--- config.mk ---
export PLATFORM = sky130hd
export DESIGN_NAME = demux_tdm_2ch
export DESIGN_NICKNAME = d
export VERILOG_FILES = /design/src/rtl/demux_tdm_2ch.sv
export SDC_FILE = /design/constraint.sdc
export NUM_CORES = 1
export LEC_CHECK = 0
export ABC_AREA = 1
export CORE_UTILIZATION = 45
export CTS_CLUSTER_SIZE = 40
export DETAILED_ROUTE_END_ITERATION = 8
export HOLD_SLACK_MARGIN = 0.08
export PLACE_DENSITY = 0.73
export SLEW_MARGIN = 20
export SYNTH_ARGS = -nofsm -noshare
export SYNTH_HDL_FRONTEND = slang
export SYNTH_SLANG_ARGS = --single-unit
--- constraint.sdc ---
create_clock -name clk -period 1.34 [get_ports clk]
set_clock_uncertainty 0.05 [all_clocks]
set_input_delay 0.268 -clock clk [delete_from_list [all_inputs] [get_ports clk]]
set_output_delay 0.268 -clock clk [all_outputs]
set_load 0.005 [all_outputs]
--- src/rtl/demux_tdm_2ch.sv ---
// Two-channel TDM receiver: deserialises one serial stream into
// per-channel parallel words with valid strobes and a sync error flag.
module demux_tdm_2ch #(
  parameter int WIDTH = 8
) (
  input  logic             clk,
  input  logic             rst_n,
  input  logic             D,
  input  logic             EN,
  input  logic             SYNC,
  output logic [WIDTH-1:0] Q0,
  output logic [WIDTH-1:0] Q1,
  output logic             V0,
  output logic             V1,
  output logic             S,
  output logic             ERR
);

  localparam int CW = $clog2(WIDTH);

  typedef enum logic [1:0] {
    IDLE,
    CH0,
    CH1
  } state_t;

  state_t           state, state_n;
  logic [CW-1:0]    cnt, cnt_n;
  logic [WIDTH-1:0] sreg, sreg_n;
  logic [WIDTH-1:0] q0_n, q1_n;
  logic [WIDTH-1:0] word;
  logic             v0_n, v1_n, err_n;
  logic             last;

  assign word = {D, sreg[WIDTH-1:1]};
  assign last = (cnt == CW'(WIDTH-1));
  assign S    = (state == CH1);

  always_comb begin
    state_n = state;
    cnt_n   = cnt;
    sreg_n  = sreg;
    q0_n    = Q0;
    q1_n    = Q1;
    v0_n    = 1'b0;
    v1_n    = 1'b0;
    err_n   = 1'b0;
    if (EN) begin
      unique case (state)
        IDLE: begin
          if (SYNC) begin
            state_n = CH0;
            cnt_n   = CW'(1);
            sreg_n  = word;
          end
        end
        CH0, CH1: begin
          sreg_n = word;
          // a sync inside a frame restarts channel 0 on this bit
          if (SYNC) begin
            err_n   = 1'b1;
            state_n = CH0;
            cnt_n   = CW'(1);
          end else if (last) begin
            cnt_n = '0;
            if (state == CH0) begin
              q0_n    = word;
              v0_n    = 1'b1;
              state_n = CH1;
            end else begin
              q1_n    = word;
              v1_n    = 1'b1;
              state_n = IDLE;
            end
          end else begin
            cnt_n = cnt + CW'(1);
          end
        end
        default: begin
          state_n = IDLE;
          cnt_n   = '0;
        end
      endcase
    end
  end

  always_ff @(posedge clk or negedge rst_n) begin
    if (!rst_n) begin
      state <= IDLE;
      cnt   <= '0;
      sreg  <= '0;
      Q0    <= '0;
      Q1    <= '0;
      V0    <= 1'b0;
      V1    <= 1'b0;
      ERR   <= 1'b0;
    end else begin
      state <= state_n;
      cnt   <= cnt_n;
      sreg  <= sreg_n;
      Q0    <= q0_n;
      Q1    <= q1_n;
      V0    <= v0_n;
      V1    <= v1_n;
      ERR   <= err_n;
    end
  end

endmodule
==> results.txt <==
- Power spread over the standard cell area amounts to approximately 1700 nW/um2.
* Violations in the final reports: design-rule violations, negative setup slack
- Count of input and output buffers: 24
- The internal portion of the total power is between 2 and 2.5 mW.
* Kind of start point of the critical path: flop
- In this run the worst path has a maximum fanout of 6.
- Overall die width: 57.9 um
* Final GP Congestion: 0.821
* Inserted Clock Buffers: 5
* Nets: 222
- Setup repair after global routing missed its margin: yes
- Sequential cells account for 35.3% of the total power.
- The floorplan step defined a die boundary enclosing 3350 um2.
* Net switching power figure: approximately 1.4 mW
- The detail route stage leaves a number of antenna-violating nets equal to 0.
- Leak Pwr: 1.14 nW
- In the post-route analysis, the smallest setup slack over all paths is -0.0765 ns.
- Slew Viols, Final: 0
- In this run the standard cell core region covers 2850 um2.
- Highest Clock Rate: 0.706 GHz
- Across the run, the number of max-cap violations was 0.
* Clock group share of total power: 21.6%
- Syn Nets: approximately 170
- Fill cells in the final layout number 206.
- Number of vias per cell after detailed routing: 5.36
* List of most frequent post-synthesis cells: nand2_1, dfrtp_1, nand3_1, o21ai_0
- Sink Count: 31
- The most used flip-flop cell after synthesis is dfrtp_1.
* Max-Slew Margin vs Limit: around 83%
- At the pin with the least slew margin, the transition time is between 0.2 and 0.3 ns.
- Top area cells in the synthesized netlist: dfrtp_1, nand2_1, ha_1
- Worst hold-check slack: 0.215 ns
* Synth top area share: between 50% and 60%
- Clock tree from TritonCTS: yes
* TNS Setup: -1.03 ns
- GRT Residual Overflow: 0
- WS Path Type: reg -> reg
- Of the cells placed in the final design, the portion with a size suffix greater than 1 is 26.1%.
- Number of library cell types mapped by synthesis: 18
- The tree is rooted in a clkbuf_4.
- The synthesized design contains 0 enable-type register cells.
- Antenna violations before repair: 0
* Period utilisation layout: 106%
- Clock latency on the worst-skew pair: 0.35 ns
* Post-placement worst setup slack: -0.232 ns
* Height of the chip: 57.9 um
- Type of element capturing the critical path: flop
- Subtracting the final worst setup slack from the clock period gives 1.42 ns.
- Path category of the worst min-delay check: in -> async
* Clock slew at the register clock pins of the worst setup and hold paths: 0.11 ns
- The detailed router finished its first iteration with 35 violations.
- The first global-routing pass estimated 5840 um of wire.
* Async set-or-reset flop fraction in the synthesized netlist: 100%
- Number of register bits inferred by synthesis: 31
* Final Hold Viols: 0
- The repair_antennas step left the layout with diodes totalling 0.
* Number of setup violations in the final report: 24
- Entering global routing, the biggest net connects 32 pins.
- The via count of the first global-routing pass was 1275.
* Remaining design rule violation count: 2
- Max clock buf depth: 2
- In this run the count of I/O pins placed on the die edge is 25.
* H-tree Lvls: 2
- Among all cell types in the netlist, the one instantiated most often is nand2_1.
* Syn Std Cell Area: between 1000 and 1500 um2
* Count of mapped cells out of synthesis: roughly 160
* Required time at the worst-slack endpoint: 1.58 ns
- The flow ran to the end, but the final reports show violations.
- Drt total wl: around 3700 um
- Switching Fraction: 39.4%
- Worst EP arrival: 1.66 ns
- For this run, the number of Yosys warnings is 0.
- The worst-case IR drop observed on VDD is around 1.5 mV.
* Count of TritonRoute iterations in the first routing pass: 8
- Sequential element share of the synthesized area: 55.2%
* Mean post-synth cell area: 9.01 um2
- Row generation in the floorplan step produced 19 rows.
- Combinational cells account for 43.1% of the total power.
- Relative to the synthesized area, the layout overhead comes to 50.0%.
- Hold-fix buffers at CTS: 0
- Post-synthesis cell type with the largest combined area: dfrtp_1
* Detailed placer's ending HPWL: 2190 um
- In the global route stage, overall resource usage came out at 23.9%.
- Starting Density: 49.3%
* Vias after detailed routing: 1296
- After detailed routing, the average wire length per cell comes to 15.2 um.
-- layout make-up --
class | count | area [um2] | area share (%)
sequential | 31 | 776 | 36.8
multi-input combinational | 119 | 748 | 35.5
timing repair buffer | 43 | 413 | 19.6
clock buffer | 6 | 51.3 | 2.43
inverter | 9 | 38.8 | 1.84
tap | 31 | 38.8 | 1.84
clock inverter | 2 | 35.0 | 1.66
timing repair inverter | 1 | 7.51 | 0.356
-- layout by cell type, fill, tap and decap left out --
| cell | n |
|---|---|
| a21oi_1 | 2 |
| buf_12 | 3 |
| buf_2 | 1 |
| buf_4 | 15 |
| buf_6 | 1 |
| bufinv_16 | 1 |
| clkbuf_4 | 5 |
| clkbuf_8 | 1 |
| clkdlybuf4s15_1 | 14 |
| clkdlybuf4s50_1 | 4 |
| clkinv_2 | 1 |
| clkinvlp_4 | 1 |
| dfrtp_1 | 31 |
| dlygate4sd2_1 | 5 |
| ha_1 | 3 |
| ha_4 | 4 |
| inv_1 | 5 |
| inv_2 | 3 |
| inv_6 | 1 |
| nand2_1 | 70 |
| nand2_2 | 4 |
| nand2_4 | 1 |
| nand2_8 | 2 |
| nand3_1 | 8 |
| nand3_4 | 2 |
| nor2_1 | 6 |
| nor2_4 | 4 |
| nor2_8 | 2 |
| nor3_1 | 1 |
| nor4_4 | 1 |
| o21ai_0 | 1 |
| o21ai_1 | 6 |
| o21ai_2 | 2 |
-- critical path, cell delays in order (launching register included) --
cell     delay [ns]
dfrtp_1        0.40
inv_2          0.08
ha_4           0.37
nand3_4        0.17
nor2_8         0.15
nand2_1        0.07
nand2_1        0.07
-- state kept, by name (all words and copies together), names as in the netlist --
signal and count:
state 2, sreg 7, cnt 3, Q1 8, V1 1, V0 1, Q0 8, ERR 1
-- logic make-up after synthesis --
group,Yosys count,synth area share [%]
AOI/OAI and AO/OA,11,3.92
adders and majority gates,7,6.23
buffers and inverters,9,2.58
DFF,31,55.2
and+or+nand+nor,98,32.1
-- stage by stage --
| stage | instance area [um2] | utilization (%) | total power, mW | std cells |
|---|---|---|---|---|
| after floorplan | 1440 | - | 1.96 | 156 |
| after global placement | 1850 | 64.7 | 2.40 | 223 |
| after detailed placement | 1850 | 64.7 | 2.45 | 223 |
| after CTS | 2020 | 71.0 | 3.48 | 239 |
| after global routing | 2110 | 73.9 | 3.83 | 242 |
| final | 2110 | 73.9 | 3.63 | 242 |
-- power groups by stage --
stage / logic (mW) / clock network, mW / registers [mW]
2_1_floorplan: 0.719 / 0 / 1.24
3_3_place_gp: 1.13 / 0 / 1.26
3_5_place_dp: 1.18 / 0 / 1.27
4_1_cts: 1.42 / 0.794 / 1.27
5_1_grt: 1.69 / 0.844 / 1.30
6_report: 1.56 / 0.785 / 1.28
-- final timing paths --
path | from | slack (ns) | cells after the start | end
hold reg to reg | Q1[4]$_DFFE_PN0P_ | 0.43 | 2 | Q1[4]$_DFFE_PN0P_
min in group clk | Q1[4]$_DFFE_PN0P_ | 0.43 | 2 | Q1[4]$_DFFE_PN0P_
max in group asynchronous | rst_n | 0.84 | 2 | Q1[4]$_DFFE_PN0P_
setup / recovery | state[1]$_DFFE_PN0P_ | -0.08 | 6 | Q0[3]$_DFFE_PN0P_
hold / removal | rst_n | 0.21 | 2 | V1$_DFF_PN0_
setup reg to reg | state[1]$_DFFE_PN0P_ | -0.08 | 6 | Q0[3]$_DFFE_PN0P_
-- routing by layer --
metal	routed length, um	share of wire, %	track usage, %
met1	1440	39	27.8
met2	1870	51	39.2
met3	216	5.9	8.04
met4	148	4.0	12.6
met5	0	0	0
-- repair_timing --
action                                  CTS  global route
setup buffers                             4             3
gates resized for setup                  37            26
endpoints found under the setup margin   40            47
gates cloned                              4             0
pin swaps                                 4            11
Note: power is estimated with default switching activity, not from simulation.
